### src/rtl/tetris_pkg.sv
// Shared types and constants for the falling-piece game-flow controller.
// The optional soft-drop speed-up is enabled by defining TETRIS_SOFT_DROP_EN.
package tetris_pkg;

  typedef enum logic [2:0] {
    IDLE,
    SPAWN,
    SPAWN_CHK,
    FALL,
    LOCK,
    SCAN,
    CLEAR,
    GAME_OVER
  } state_t;

  localparam logic [3:0]  SHAPE_MIN  = 4'd1;
  localparam logic [3:0]  SHAPE_MAX  = 4'd14;
  localparam logic [15:0] LFSR_SEED  = 16'hACE1;
  // Taps 16,14,13,11 of a right-shifting Fibonacci register map to bits 0,2,3,5.
  localparam logic [15:0] LFSR_TAPS  = 16'h002D;
  localparam int          BLOCK_SIZE = 20;

  // Folds the two unused nibble codes onto valid shapes.
  function automatic logic [3:0] shape_from_nibble(input logic [3:0] v);
    if (v == 4'd0)  return SHAPE_MAX;
    if (v == 4'd15) return SHAPE_MIN;
    return v;
  endfunction

  function automatic logic [31:0] fall_period(input logic [3:0]  lvl,
                                              input logic [31:0] base,
                                              input logic [31:0] step,
                                              input logic [31:0] floor_p);
    logic [31:0] drop;
    drop = ({28'd0, lvl} - 32'd1) * step;
    if (drop >= base || (base - drop) < floor_p) return floor_p;
    return base - drop;
  endfunction

endpackage

### src/rtl/tetris_shape_lfsr.sv
// Pseudo-random shape source: 16-bit Fibonacci LFSR, advanced once per spawn.
// shape_id reflects the current register contents combinationally.
module tetris_shape_lfsr
  import tetris_pkg::*;
#(
  parameter logic [15:0] SEED = LFSR_SEED
) (
  input  logic       iVGA_CLK,
  input  logic       reset,
  input  logic       advance,
  output logic [3:0] shape_id
);

  logic [15:0] lfsr_reg;
  logic [15:0] lfsr_next;
  logic        feedback;

  assign feedback = ^(lfsr_reg & LFSR_TAPS);

  genvar gi;
  generate
    for (gi = 0; gi < 15; gi++) begin : g_shift
      assign lfsr_next[gi] = lfsr_reg[gi+1];
    end
  endgenerate
  assign lfsr_next[15] = feedback;

  always_ff @(posedge iVGA_CLK or posedge reset) begin
    if (reset) begin
      lfsr_reg <= SEED;
    end else if (advance) begin
      lfsr_reg <= lfsr_next;
    end
  end

  assign shape_id = shape_from_nibble(lfsr_reg[3:0]);

endmodule

### src/rtl/tetris_game_sequencer.sv
// Game-flow controller: spawn, timed fall ticks, lock, bottom-up row-clear scan, scoring.
// Define TETRIS_SOFT_DROP_EN to let an active-low soft_drop shorten the fall period by 8x.
module tetris_game_sequencer
  import tetris_pkg::*;
#(
  parameter int unsigned TICK_BASE       = 4500000,
  parameter int unsigned TICK_STEP       = 300000,
  parameter int unsigned TICK_MIN        = 600000,
  parameter int unsigned LINES_PER_LEVEL = 10,
  parameter int unsigned MAX_LEVEL       = 15,
  parameter int unsigned NUM_ROWS        = 24
) (
  input  logic        iVGA_CLK,
  input  logic        reset,
  input  logic        start,
  input  logic        landed,
  input  logic        spawn_blocked,
  input  logic        row_full,
  input  logic        clear_ack,
  input  logic        soft_drop,
  output logic        spawn,
  output logic [3:0]  shape_id,
  output logic        fall_tick,
  output logic        lock,
  output logic [4:0]  scan_row,
  output logic        clear_row,
  output logic [15:0] lines,
  output logic [3:0]  level,
  output logic        game_over
);

  localparam logic [4:0]  BOTTOM_ROW = 5'(NUM_ROWS - 1);
  localparam logic [15:0] LVL_WRAP   = 16'(LINES_PER_LEVEL - 1);
  localparam logic [3:0]  LVL_TOP    = 4'(MAX_LEVEL);

  state_t      state_reg;
  logic [31:0] tick_cnt_reg;
  logic [31:0] thresh_reg;
  logic [15:0] lvl_cnt_reg;
  logic [15:0] lines_reg;
  logic [3:0]  level_reg;
  logic [4:0]  scan_row_reg;
  logic [3:0]  shape_id_reg;
  logic        spawn_reg, fall_tick_reg, lock_reg, clear_row_reg, game_over_reg;
  logic [3:0]  lfsr_shape;
  logic [31:0] period_now;
  logic [31:0] thresh_now;

  tetris_shape_lfsr #(.SEED(LFSR_SEED)) u_shape_lfsr (
    .iVGA_CLK (iVGA_CLK),
    .reset    (reset),
    .advance  (state_reg == SPAWN),
    .shape_id (lfsr_shape)
  );

  assign period_now = fall_period(level_reg, TICK_BASE, TICK_STEP, TICK_MIN);

`ifdef TETRIS_SOFT_DROP_EN
  always_comb begin
    thresh_now = period_now;
    if (!soft_drop) begin
      thresh_now = ((period_now >> 3) == 32'd0) ? 32'd1 : (period_now >> 3);
    end
  end
`else
  logic unused_soft_drop;
  assign unused_soft_drop = soft_drop;
  assign thresh_now       = period_now;
`endif

  // The threshold is latched at FALL entry and at each wrap so a level or
  // button change never truncates the tick already in progress.
  always_ff @(posedge iVGA_CLK or posedge reset) begin
    if (reset) begin
      state_reg     <= IDLE;
      tick_cnt_reg  <= '0;
      thresh_reg    <= 32'(TICK_BASE);
      lvl_cnt_reg   <= '0;
      lines_reg     <= '0;
      level_reg     <= 4'd1;
      scan_row_reg  <= BOTTOM_ROW;
      shape_id_reg  <= SHAPE_MIN;
      spawn_reg     <= 1'b0;
      fall_tick_reg <= 1'b0;
      lock_reg      <= 1'b0;
      clear_row_reg <= 1'b0;
      game_over_reg <= 1'b0;
    end else begin
      spawn_reg     <= 1'b0;
      fall_tick_reg <= 1'b0;
      lock_reg      <= 1'b0;
      case (state_reg)
        IDLE: begin
          if (start) begin
            state_reg    <= SPAWN;
            spawn_reg    <= 1'b1;
            shape_id_reg <= lfsr_shape;
          end
        end
        SPAWN: state_reg <= SPAWN_CHK;
        SPAWN_CHK: begin
          if (spawn_blocked) begin
            state_reg     <= GAME_OVER;
            game_over_reg <= 1'b1;
          end else begin
            state_reg    <= FALL;
            tick_cnt_reg <= '0;
            thresh_reg   <= thresh_now;
          end
        end
        FALL: begin
          if (tick_cnt_reg == thresh_reg - 32'd1) begin
            tick_cnt_reg <= '0;
            thresh_reg   <= thresh_now;
            if (landed) begin
              state_reg <= LOCK;
              lock_reg  <= 1'b1;
            end else begin
              fall_tick_reg <= 1'b1;
            end
          end else begin
            tick_cnt_reg <= tick_cnt_reg + 32'd1;
          end
        end
        LOCK: begin
          scan_row_reg <= BOTTOM_ROW;
          state_reg    <= SCAN;
        end
        SCAN: begin
          if (row_full) begin
            state_reg     <= CLEAR;
            clear_row_reg <= 1'b1;
          end else if (scan_row_reg == 5'd0) begin
            state_reg    <= SPAWN;
            spawn_reg    <= 1'b1;
            shape_id_reg <= lfsr_shape;
          end else begin
            scan_row_reg <= scan_row_reg - 5'd1;
          end
        end
        CLEAR: begin
          // Stay on the same row: the rows above have shifted into it.
          if (clear_ack) begin
            clear_row_reg <= 1'b0;
            state_reg     <= SCAN;
            if (lines_reg != 16'hFFFF) lines_reg <= lines_reg + 16'd1;
            if (lvl_cnt_reg == LVL_WRAP) begin
              lvl_cnt_reg <= '0;
              if (level_reg < LVL_TOP) level_reg <= level_reg + 4'd1;
            end else begin
              lvl_cnt_reg <= lvl_cnt_reg + 16'd1;
            end
          end
        end
        GAME_OVER: begin
          if (start) begin
            lines_reg     <= '0;
            level_reg     <= 4'd1;
            lvl_cnt_reg   <= '0;
            game_over_reg <= 1'b0;
            state_reg     <= SPAWN;
            spawn_reg     <= 1'b1;
            shape_id_reg  <= lfsr_shape;
          end
        end
        default: state_reg <= IDLE;
      endcase
    end
  end

  assign spawn     = spawn_reg;
  assign shape_id  = shape_id_reg;
  assign fall_tick = fall_tick_reg;
  assign lock      = lock_reg;
  assign scan_row  = scan_row_reg;
  assign clear_row = clear_row_reg;
  assign lines     = lines_reg;
  assign level     = level_reg;
  assign game_over = game_over_reg;

endmodule

### config.mk
export PLATFORM = sky130hd
export DESIGN_NAME = tetris_game_sequencer
export DESIGN_NICKNAME = d
export VERILOG_FILES = /design/src/rtl/tetris_pkg.sv /design/src/rtl/tetris_shape_lfsr.sv /design/src/rtl/tetris_game_sequencer.sv
export SDC_FILE = /design/constraint.sdc
export NUM_CORES = 1
export LEC_CHECK = 0
export ABC_AREA = 1
export CORE_ASPECT_RATIO = 0.8
export CORE_MARGIN = 3
export CORE_UTILIZATION = 45
export CTS_BUF_LIST = sky130_fd_sc_hd__clkbuf_16
export CTS_CLUSTER_DIAMETER = 120
export CTS_CLUSTER_SIZE = 16
export DETAILED_ROUTE_END_ITERATION = 10
export GPL_TIMING_DRIVEN = 0
export PLACE_DENSITY = 0.6
export SYNTH_ARGS = -nofsm -noshare
export SYNTH_HDL_FRONTEND = slang
export SYNTH_SLANG_ARGS = --single-unit
### constraint.sdc
create_clock -name iVGA_CLK -period 7.5 [get_ports iVGA_CLK]
set_input_delay 1.5 -clock iVGA_CLK [delete_from_list [all_inputs] [get_ports iVGA_CLK]]
set_output_delay 1.5 -clock iVGA_CLK [all_outputs]
set_load 0.005 [all_outputs]
Yosys cells after proc, flatten, opt, wreduce, memory -nomap -nowiden. Cells that the tools add are included.

Input bits: 8. Bits in registers: 133. Logic and storage cells: 133. Output and inout bits: 34.

Add/sub/neg operators: 8. Muxes and demuxes: 59. Multiply operators: 1. Reductions and logical operators: 22. Equal/unequal tests: 26. $lt $le $gt $ge: 3.

Operators with widths (count): 32-bit two-way mux (6); 32-bit one-hot mux with 2 select lines (2); 16-bit two-way mux (5); 16-bit one-hot mux with 2 select lines (2); 4-bit two-way mux (11); 16-bit by 1-bit adder with 16-bit output (second input constant) (2); 32-bit by 1-bit adder with 32-bit output (second input constant) (1); 32-bit equality test (1); 32-bit by 23-bit >= comparator with 1-bit output (second input constant) (1); 32-bit by 20-bit less-than comparator with 1-bit output (second input constant) (1); 32-bit by 14-bit multiplier with 27-bit output (second input constant) (1); 23-bit by 32-bit subtractor with 32-bit output (first input constant) (1); 32-bit by 1-bit subtractor with 32-bit output (second input constant) (1); 2-bit inequality test (second input constant) (13); 3-bit two-way mux (7); 3-bit one-hot mux with 7 select lines (1); 1-bit two-way mux (17); 16-bit by 4-bit equality test with 1-bit output (second input constant) (1); 16-bit inequality test (second input constant) (1); 4-bit one-hot mux with 2 select lines (2); 16-bit parity (1); 3-bit AND reduction (5); 3-bit equality test (second input constant) (4); 2-bit nonzero test (6); 20 further kinds (26).

Longest topological paths before layout. Gate-level depths: netlist of run 1.

Depth in word-level cells: 9. Gate-level depth with buffers: 39. Depth with buffers taken out: 39.

Cells and area by module. A second synthesis of run 1 with hierarchy kept.

Cells, all modules: 1466. Area, all modules: 10664.0 µm².

Modules (own cells, without submodules): tetris_game_sequencer (instances 1, area an instance 9962.1 µm², cells each 1387); tetris_shape_lfsr (instances 1, area an instance 701.9 µm², cells each 79).

Worst setup path after synthesis of run 1. Ideal clock, no wire load.

Path type: register to register. Start: reg level_reg[1], in the netlist level[1]. End: reg thresh_reg[14]. Arrival time: 6.370 ns. Setup time: 0.122 ns. Clock period less this slack: 6.492 ns. Slack: 1.008 ns. Required time: 7.378 ns. Stages on the path, launching flop included: 29. Cells stage by stage: dfrtp_1 > inv_1 > ha_1 > inv_1 > nor3_2 > clkbuf_1 > ha_1 > inv_1 > fa_1 > inv_1 > ha_1 > fa_1 > xnor2_1 > xnor2_1 > ha_1 > a21o_1 > nor2_1 > inv_1 > a21oi_1 > nand2_1 > nand2_1 > nand3_1 > nor2_1 > nand4_1 > o211ai_1 > clkinv_1 > buf_2 > nand3_1 > o21ai_1.

Word-level cells in the longest chain between the ends: 9. Elaborated cells between the ends (all ways): 11. Classes of those cells: add/sub: 2; mul: 1; order compare: 2; mux: 5; reduce/logical: 1.

Ends and longest elaborated chain: start, declared (RTL line tetris_game_sequencer.sv:41) `logic [3:0] level_reg;`; start signal, assigned (RTL line tetris_game_sequencer.sv:149) `if (level_reg < LVL_TOP) level_reg <= level_reg + 4'd1;`; 4-bit by 1-bit subtractor with 5-bit output * (RTL line tetris_pkg.sv:35) `drop = ({28'd0, lvl} - 32'd1) * step;`; 32-bit by 14-bit multiplier with 27-bit output * (RTL line tetris_pkg.sv:35); 23-bit by 32-bit subtractor with 32-bit output (RTL line tetris_pkg.sv:36, tetris_pkg.sv:37); 32-bit by 20-bit less-than comparator with 1-bit output (RTL line tetris_pkg.sv:36) `if (drop >= base || (base - drop) < floor_p) return floor_p;`; 1-bit logical OR (RTL line tetris_pkg.sv:36); 1-bit two-way mux (RTL line tetris_pkg.sv:36); 32-bit two-way mux * (RTL line tetris_pkg.sv:37) `return base - drop;`; 32-bit two-way mux, on equally long branches (RTL line tetris_game_sequencer.sv:112, tetris_game_sequencer.sv:102); 32-bit one-hot mux with 2 select lines * (RTL line tetris_game_sequencer.sv:92) `case (state_reg)`; end signal, assigned (RTL line tetris_game_sequencer.sv:77) `thresh_reg <= 32'(TICK_BASE);`; end signal, assigned (RTL line tetris_game_sequencer.sv:108) `thresh_reg <= thresh_now;`; end signal, assigned (RTL line tetris_game_sequencer.sv:114) `thresh_reg <= thresh_now;`; end, declared (RTL line tetris_game_sequencer.sv:38) `logic [31:0] thresh_reg;`.

Mark *: on every way between the ends. The rest lies on a longest branch, timed or not. The select of a mux whose other input is x is not followed. A chain may end at the register's enable or synchronous reset.

Final worst setup path of run 1.
Start: reg level_reg[0], in the netlist level[0]. End: reg thresh_reg[12].

The elaborated chain is that of the path after synthesis.

==> results of run 1 <==
==> path summary, 6_finish.rpt <==
check / from / to / slack [ps]
max reg2reg: level[0]$_DFFE_PP1P_ / thresh_reg[12]$_DFFE_PP0P_ / 660
min in group asynchronous: reset / tick_cnt_reg[7]$_DFFE_PP0P_ / 1430
min reg2reg: u_shape_lfsr.lfsr_reg[11]$_DFFE_PP1N_ / u_shape_lfsr.lfsr_reg[11]$_DFFE_PP1N_ / 460
min: u_shape_lfsr.lfsr_reg[11]$_DFFE_PP1N_ / u_shape_lfsr.lfsr_reg[11]$_DFFE_PP1N_ / 460
max in group asynchronous: reset / u_shape_lfsr.lfsr_reg[6]$_DFFE_PP1N_ / 5260
max: level[0]$_DFFE_PP1P_ / thresh_reg[12]$_DFFE_PP0P_ / 660
==> cells in the mapped netlist, types with 2 or more instances <==
cell type and number:
sky130_fd_sc_hd__nand2_1 301, sky130_fd_sc_hd__inv_1 231, sky130_fd_sc_hd__nor2_1 156, sky130_fd_sc_hd__dfrtp_1 107
sky130_fd_sc_hd__nand3_1 100, sky130_fd_sc_hd__xor2_1 76, sky130_fd_sc_hd__ha_1 64, sky130_fd_sc_hd__o21ai_0 61
sky130_fd_sc_hd__a21oi_1 38, sky130_fd_sc_hd__nor3_1 31, sky130_fd_sc_hd__xnor2_1 30, sky130_fd_sc_hd__o22ai_1 22
sky130_fd_sc_hd__dfstp_2 21, sky130_fd_sc_hd__fa_1 21, sky130_fd_sc_hd__nand4_1 16, sky130_fd_sc_hd__nor2_2 16
sky130_fd_sc_hd__inv_2 13, sky130_fd_sc_hd__nand2_2 13, sky130_fd_sc_hd__nor4_1 11, sky130_fd_sc_hd__clkbuf_1 9
sky130_fd_sc_hd__nand3_2 9, sky130_fd_sc_hd__a31oi_1 7, sky130_fd_sc_hd__nand2_4 7, sky130_fd_sc_hd__nor3b_1 7
sky130_fd_sc_hd__o21ai_1 7, sky130_fd_sc_hd__nand3b_1 6, sky130_fd_sc_hd__o211ai_1 6, sky130_fd_sc_hd__buf_6 5
sky130_fd_sc_hd__a211oi_1 4, sky130_fd_sc_hd__and2_1 4, sky130_fd_sc_hd__buf_2 4, sky130_fd_sc_hd__nor2_4 4
sky130_fd_sc_hd__o32ai_1 4, sky130_fd_sc_hd__buf_4 3, sky130_fd_sc_hd__clkinv_1 3, sky130_fd_sc_hd__nor3_2 3
sky130_fd_sc_hd__o31ai_1 3, sky130_fd_sc_hd__or2_2 3, sky130_fd_sc_hd__conb_1 2, sky130_fd_sc_hd__nand3_4 2
sky130_fd_sc_hd__o21a_1 2
==> area by class of cell <==
cell class	instances	area, um2	share of cell area
clock buffer	17	425	0.0353
inverter	247	932	0.0774
sequential	128	3230	0.268
clock inverter	15	145	0.0121
tap	306	383	0.0318
multi-input combinational	1051	6320	0.525
buffer	22	141	0.0117
timing repair buffer	45	458	0.0380
==> kinds of logic (layout without fill, tap and decap cells) <==
kind of cell               Yosys count  in the layout
AOI/OAI and AO/OA                  162            162
xor gates and xnor gates           107            107
adders and majority gates           85             85
DFF                                128            128
other                                2              2
muxes                                1              1
and+or+nand+nor                    694            694
buffers and inverters              269            346
==> routing by layer <==
metal,vias up,track usage,share of wire
met5,-,0,0
met4,0,0.0500,0.010
met3,19,0.0377,0.033
met2,118,0.294,0.41
met1,4130,0.326,0.54
li1,4752,-,-
==> timing repair <==
| item | 4_1_cts | 5_1_grt |
|---|---|---|
| setup endpoints to repair | 23 | 23 |
| resized for setup | 2 | 8 |
| pin swaps | 0 | 1 |
| buffers inserted | 0 | 4 |
==> tightest hold or removal path: stages, from the launching register on <==
cell and delay [ps]:
sky130_fd_sc_hd__dfstp_2 370, sky130_fd_sc_hd__nand2_1 50, sky130_fd_sc_hd__nand2_1 40
==> per-stage QoR <==
| stage | instance area [um2] | setup slack, ps | util | instances |
|---|---|---|---|---|
| finish | 12000 | 658 | 0.528 | 1831 |
| global route | 12000 | 62.1 | 0.528 | 1831 |
| CTS | 12000 | 157 | 0.526 | 1827 |
| detailed placement | 11400 | -195 | 0.500 | 1795 |
| global placement | 11400 | -561 | 0.499 | 1794 |
| floorplan | 10600 | 1010 | - | 1448 |
==> results by group, run 1 <==
Status
  – Run status: completed

Worst setup path
  – Start-to-end type of the worst setup path: flip-flop to flip-flop
  – Required @ worst endpoint: 7810 ps
  – Element type at the critical path start: flip-flop
  – Endpoint arrival time on the critical path: 7150 ps
  – Max stage delay cell, worst path: sky130_fd_sc_hd__fa_1
  – Biggest fanout along the worst timing path: 18
  – Crit end category: flip-flop
  – Maximum cell stage delay along the critical path: 510 ps
  – Stages on worst setup path: 33
  – Worst Reg2Reg Path Length in Cells: 33
  – Buffer and inverter count on the worst path: 10
  – Dominant delay contributor by cell family on the critical path: adder cells

Die
  – Total core area: 0.0228 mm2
  – Number of ports placed on the die boundary: 42
  – Height of the chip: 143 um
  – Die outline width: 178 um
  – Starting density of the core: 0.464
  – Rows: 49
  – Full die area: 0.0254 mm2

Cells and area
  – Fill cell count: 2219
  – Max FFs per register: 32
  – Number of inserted diodes: 0
  – Area growth from synthesis to layout: 13.6%
  – Leading cell type in the layout, fill and taps excluded: sky130_fd_sc_hd__nand2_1
  – Count of nets after finishing: 1605
  – Commonest cells after routing, fill and taps aside: 301 x sky130_fd_sc_hd__nand2_1, 231 x sky130_fd_sc_hd__inv_1, 156 x sky130_fd_sc_hd__nor2_1, 107 x sky130_fd_sc_hd__dfrtp_1, 100 x sky130_fd_sc_hd__nand3_1
  – Ratio of cells with drive above 1 in the final layout: 0.0984

Synth
  – Synthesis-stage register bit count: 128
  – Post-synthesis simple-gate area fraction: 0.301
  – Primary FF master, synth: sky130_fd_sc_hd__dfrtp_1
  – Synth Warn #: 0
  – Adder-Cell Fraction of Synth Area: 0.115
  – Largest family of logic cells by synthesized area: simple AND/OR/NAND/NOR gates
  – Average size of a mapped cell: 7.32 um2
  – Area leader, netlist: sky130_fd_sc_hd__dfrtp_1
  – Cell types with the largest area share after synthesis: sky130_fd_sc_hd__dfrtp_1 25%, sky130_fd_sc_hd__nand2_1 11%, sky130_fd_sc_hd__inv_1 8.2%
  – Number of standard cells after synthesis: 1448
  – Ys async rst share: 1.00
  – Number of synthesized flops with an enable pin: 0
  – Area share of the largest cell type after synthesis: 0.253
  – Mapped Area: 0.0106 mm2
  – Post-synthesis xor/xnor area fraction: 0.0892
  – Sequential share of the synthesized area: 0.305
  – Compound-gate portion of the synthesized area: 0.0878
  – Synthesized Nets: 1541
  – Mux cell area share after synthesis: 0.00106
  – Unique cell type count in the Yosys netlist: 57

Routing
  – DRT Wirelength: 25.1 mm
  – Detail Route Antenna Nets: 0
  – # DRC: 0
  – Detailed-route wire length per cell: 13.7 um
  – Number of vias per cell after detailed routing: 4.93
  – First-pass DRT Iterations: 5
  – Total via count in the routed design: 9019
  – Count of routing violations after the opening detailed-route iteration: 495

GRT
  – Global-route wire length before repair: 42.7 mm
  – Pin count of the biggest net entering global routing: 96
  – Via count of the first global-routing pass: 8568
  – GRT Total Usage: 0.208
  – Residual overflow from global routing: 0
  – Antenna violations before repair: 0

STA
  – Part of the cycle the worst path needs: 0.912
  – Fin Hold WS: 464 ps
  – Final max-slew violation count: 0
  – Final hold violation count: 0
  – Max frequency: 146 MHz
  – Number of failing setup endpoints in the final timing report: 0
  – Time the worst path needs with I/O delays and setup: 6840 ps
  – RSZ-0062 raised after global routing: false
  – Final-layout setup total negative slack: 0 ps
  – Setup clock skew after layout: 13.9 ps
  – Worst Tran Pin Value: 1030 ps
  – Max-slew headroom: 0.311

Clock network
  – Depth of the CTS H-tree: 4
  – CTS buffer count: 17
  – Clock root buffer master: sky130_fd_sc_hd__clkbuf_16
  – Number of sinks driven by the clock tree: 128
  – Clk buf depth: 2
  – Post-cts hold buffer count: 0
  – TritonCTS clock tree: built
  – Post-CTS clock slew at the launch and capture registers of the worst setup and hold paths: 60 ps
  – Worst-skew pair later-pin latency: 430 ps

Place
  – IO buf count: 40
  – Half-perimeter wire length of the detailed placement result: 19.8 mm
  – Placer's final routability congestion estimate: 0.855

Run
  – Maxcap violations: 0

Hold path
  – Hold depth: 2
  – Worst min path class: flip-flop to flip-flop
Power of run 1 is left out: the tool's default activity adds up to more than one toggle a clock period on the data nets, which glitch-free logic cannot reach.
==> inputs of run 2 (changes only) <==
Settings changed: ABC_AREA 1 to not set.
Clock period 7.5 ns to 6.75 ns, I/O delays scaled along.
==> results by group, run 2 <==
STA
  – Max-slew headroom: 0.407 (+0.0960)
  – Worst Tran Pin Value: 881 ps (-152 ps)
  – Final hold violation count: 0 (unchanged)
  – Final-layout setup total negative slack: 0 ps (unchanged)
  – Setup clock skew after layout: 8.32 ps (-5.55 ps)
  – Number of failing setup endpoints in the final timing report: 0 (unchanged)
  – Time the worst path needs with I/O delays and setup: 6580 ps (-264 ps)
  – Final max-slew violation count: 0 (unchanged)
  – Max frequency: 152 MHz (+4.0%)
  – Part of the cycle the worst path needs: 0.974 (+0.0622)

Worst setup path
  – Maximum cell stage delay along the critical path: 500 ps (about the same)
  – Element type at the critical path start: flip-flop
  – Required @ worst endpoint: 7060 ps (-750 ps)
  – Endpoint arrival time on the critical path: 6890 ps (-260 ps)
  – Crit end category: flip-flop
  – Max stage delay cell, worst path: sky130_fd_sc_hd__fa_1
  – Start-to-end type of the worst setup path: flip-flop to flip-flop
  – Biggest fanout along the worst timing path: 10 (-8)

Routing
  – Number of vias per cell after detailed routing: 5.67 (+15%)
  – Post-route met1 wirelength: 13.8 mm (+1.1%)
  – DR WL met2: 11.5 mm (+10%)
  – Detailed-route wire length per cell: 16.3 um (+19%)
  – Top Layer Used: met4
  – Total via count in the routed design: 9216 (+2.2%)
  – DRT Wirelength: 26.6 mm (+5.7%)
  – Detail Route Antenna Nets: 0 (unchanged)
  – Count of routing violations after the opening detailed-route iteration: 637 (+29%)
  – First-pass DRT Iterations: 5 (unchanged)
  – Routed met3 length: 971 um (+18%)
  – # DRC: 0 (unchanged)

Die
  – Height of the chip: 142 um (-0.73%)
  – Number of ports placed on the die boundary: 42 (unchanged)
  – Rows: 49 (unchanged)
  – Full die area: 0.0251 mm2 (-1.5%)
  – Die outline width: 176 um (-0.74%)
  – Starting density of the core: 0.461 (-0.00336)
  – Total core area: 0.0226 mm2 (-0.81%)

Cells and area
  – Count of nets after finishing: 1400 (-13%)
  – Area growth from synthesis to layout: 21.3%
  – Max FFs per register: 32 (unchanged)
  – Fill cell count: 2022 (-8.9%)
  – Number of inserted diodes: 0 (unchanged)
  – Ratio of cells with drive above 1 in the final layout: 0.150 (+0.0516)
  – End-of-flow core utilization: 0.559 (+0.0315)
  – Commonest cells after routing, fill and taps aside: 106 x sky130_fd_sc_hd__nand2_1, 106 x sky130_fd_sc_hd__dfrtp_1, 89 x sky130_fd_sc_hd__nor2_1, 84 x sky130_fd_sc_hd__o21ai_0, 68 x sky130_fd_sc_hd__inv_1

Run
  – Maxcap violations: 0 (unchanged)

Synth
  – Primary FF master, synth: sky130_fd_sc_hd__dfrtp_1
  – Area share of the largest cell type after synthesis: 0.257 (+0.00391)
  – Number of standard cells after synthesis: 1211 (-16%)
  – Synthesized Nets: 1304 (-15%)
  – Synth Warn #: 0 (unchanged)
  – Area leader, netlist: sky130_fd_sc_hd__dfrtp_1
  – Synthesis-stage register bit count: 128 (unchanged)
  – Number of synthesized flops with an enable pin: 0 (unchanged)
  – Sequential share of the synthesized area: 0.310 (+0.00472)
  – Commonest cells in the synthesized netlist: 107 x sky130_fd_sc_hd__dfrtp_1, 107 x sky130_fd_sc_hd__nand2_1, 91 x sky130_fd_sc_hd__nor2_1
  – Unique cell type count in the Yosys netlist: 80 (+40%)
  – Cell types with the largest area share after synthesis: sky130_fd_sc_hd__dfrtp_1 26%, sky130_fd_sc_hd__ha_1 7.7%, sky130_fd_sc_hd__xnor2_1 5.6%
  – Average size of a mapped cell: 8.61 um2 (+18%)
  – Mapped Area: 0.0104 mm2 (-1.5%)
  – Ys async rst share: 1.00 (unchanged)

Clock network
  – Number of sinks driven by the clock tree: 128 (unchanged)
  – Depth of the CTS H-tree: 4 (unchanged)
  – Worst-skew pair later-pin latency: 430 ps (about the same)
  – Clk buf depth: 2 (unchanged)
  – TritonCTS clock tree: built
  – Post-cts hold buffer count: 0 (unchanged)
  – Clock root buffer master: sky130_fd_sc_hd__clkbuf_16
  – Post-CTS clock slew at the launch and capture registers of the worst setup and hold paths: 60 ps (about the same)
  – CTS buffer count: 17 (unchanged)

GRT
  – Via count of the first global-routing pass: 8750 (+2.1%)
  – Pin count of the biggest net entering global routing: 84 (-13%)
  – GRT Total Usage: 0.215 (+0.00647)
  – Antenna violations before repair: 0 (unchanged)
  – Global-route wire length before repair: 44.1 mm (+3.3%)
  – Residual overflow from global routing: 0 (unchanged)

Place
  – Placer's final routability congestion estimate: 0.855 (about the same)
  – Half-perimeter wire length of the detailed placement result: 19.3 mm (-2.6%)
  – IO buf count: 40 (unchanged)

Hold path
  – Worst min path class: flip-flop to flip-flop

Status
  – Run status: completed
run 2: cell types whose count changed after synthesis, sizes merged, moves of 14 or more:
cell,before,now
nor2,176,91
o21ai,68,91
clkbuf,9,33
nand2,321,107
xnor2,30,67
or3,0,25
xor2,77,57
and2,4,20
nand3,111,47
a21o,1,16
o22ai,22,2
inv,244,73
and3,1,15
run 2: area by class of cell:
| type | count | area [um2] | area share |
|---|---|---|---|
| Tap cell | 306 | 383 | 0.0303 |
| Clock buffer | 17 | 425 | 0.0336 |
| Timing Repair Buffer | 81 | 771 | 0.0609 |
| Clock inverter | 15 | 145 | 0.0115 |
| Multi-Input combinational cell | 962 | 7130 | 0.564 |
| Sequential cell | 128 | 3230 | 0.255 |
| Buffer | 43 | 264 | 0.0209 |
| Inverter | 74 | 302 | 0.0238 |
run 2: stage by stage:
stage	instance area, um2	instances	worst slack [ps]	hold slack [ps]
5_1_grt	12700	1626	-91.1	496
4_1_cts	12200	1604	2.25	482
3_3_place_gp	11200	1557	-1290	456
2_1_floorplan	10400	1211	6.07	446
6_report	12700	1626	173	476
3_5_place_dp	11300	1558	-1390	463
run 2: cell families (layout without fill, tap and decap cells):
kind of cell    after synthesis  count (layout)  share of synthesized area
fa+ha+maj                    85              85                      0.117
xor+xnor                    125             125                      0.106
mux                          26              26                     0.0266
simple gates                462             462                      0.229
buf+inv                     121             230                     0.0465
compound gates              262             262                      0.165
flops                       128             128                      0.310
other cells                   2               2                   0.000720
run 2: final timing paths:
kind                                               from                    endpoint  slack, ps  cells after the start
worst max-delay path               level[2]$_DFFE_PP0P_  thresh_reg[10]$_DFFE_PP0P_        170                     27
worst min-delay path            shape_id[2]$_DFFE_PP0P_     shape_id[2]$_DFFE_PP0P_        480                      2
worst max register to register     level[2]$_DFFE_PP0P_  thresh_reg[10]$_DFFE_PP0P_        170                     27
worst min register to register  shape_id[2]$_DFFE_PP0P_     shape_id[2]$_DFFE_PP0P_        480                      2
max in group asynchronous                         reset  thresh_reg[22]$_DFFE_PP1P_       4650                      3
min in group asynchronous                         reset     shape_id[1]$_DFFE_PP0P_       1320                      2
run 2: routing by layer:
layer,vias to the layer above,GRT usage
li1,4510,-
met1,4528,0.323
met2,152,0.320
met3,26,0.0379
met4,0,0.0541
met5,-,0
run 2: timing repair:
action | 4_1_cts | 5_1_grt
endpoints found under the setup margin | 23 | 23
endpoints found under the hold margin | 0 | 0
pin swaps | 12 | 21
cloned | 1 | 0
setup buffers | 16 | 23
resized for setup | 57 | 51
run 2: critical path: cells and delay by family (launching register included):
family	cells	cell delay, ps
DFF	1	400
buffers and inverters	8	1040
and+or+nand+nor	4	990
adders and majority gates	7	2410
xor gates and xnor gates	1	180
AOI/OAI and AO/OA	7	1450
Power of run 2 is left out for the same reason.
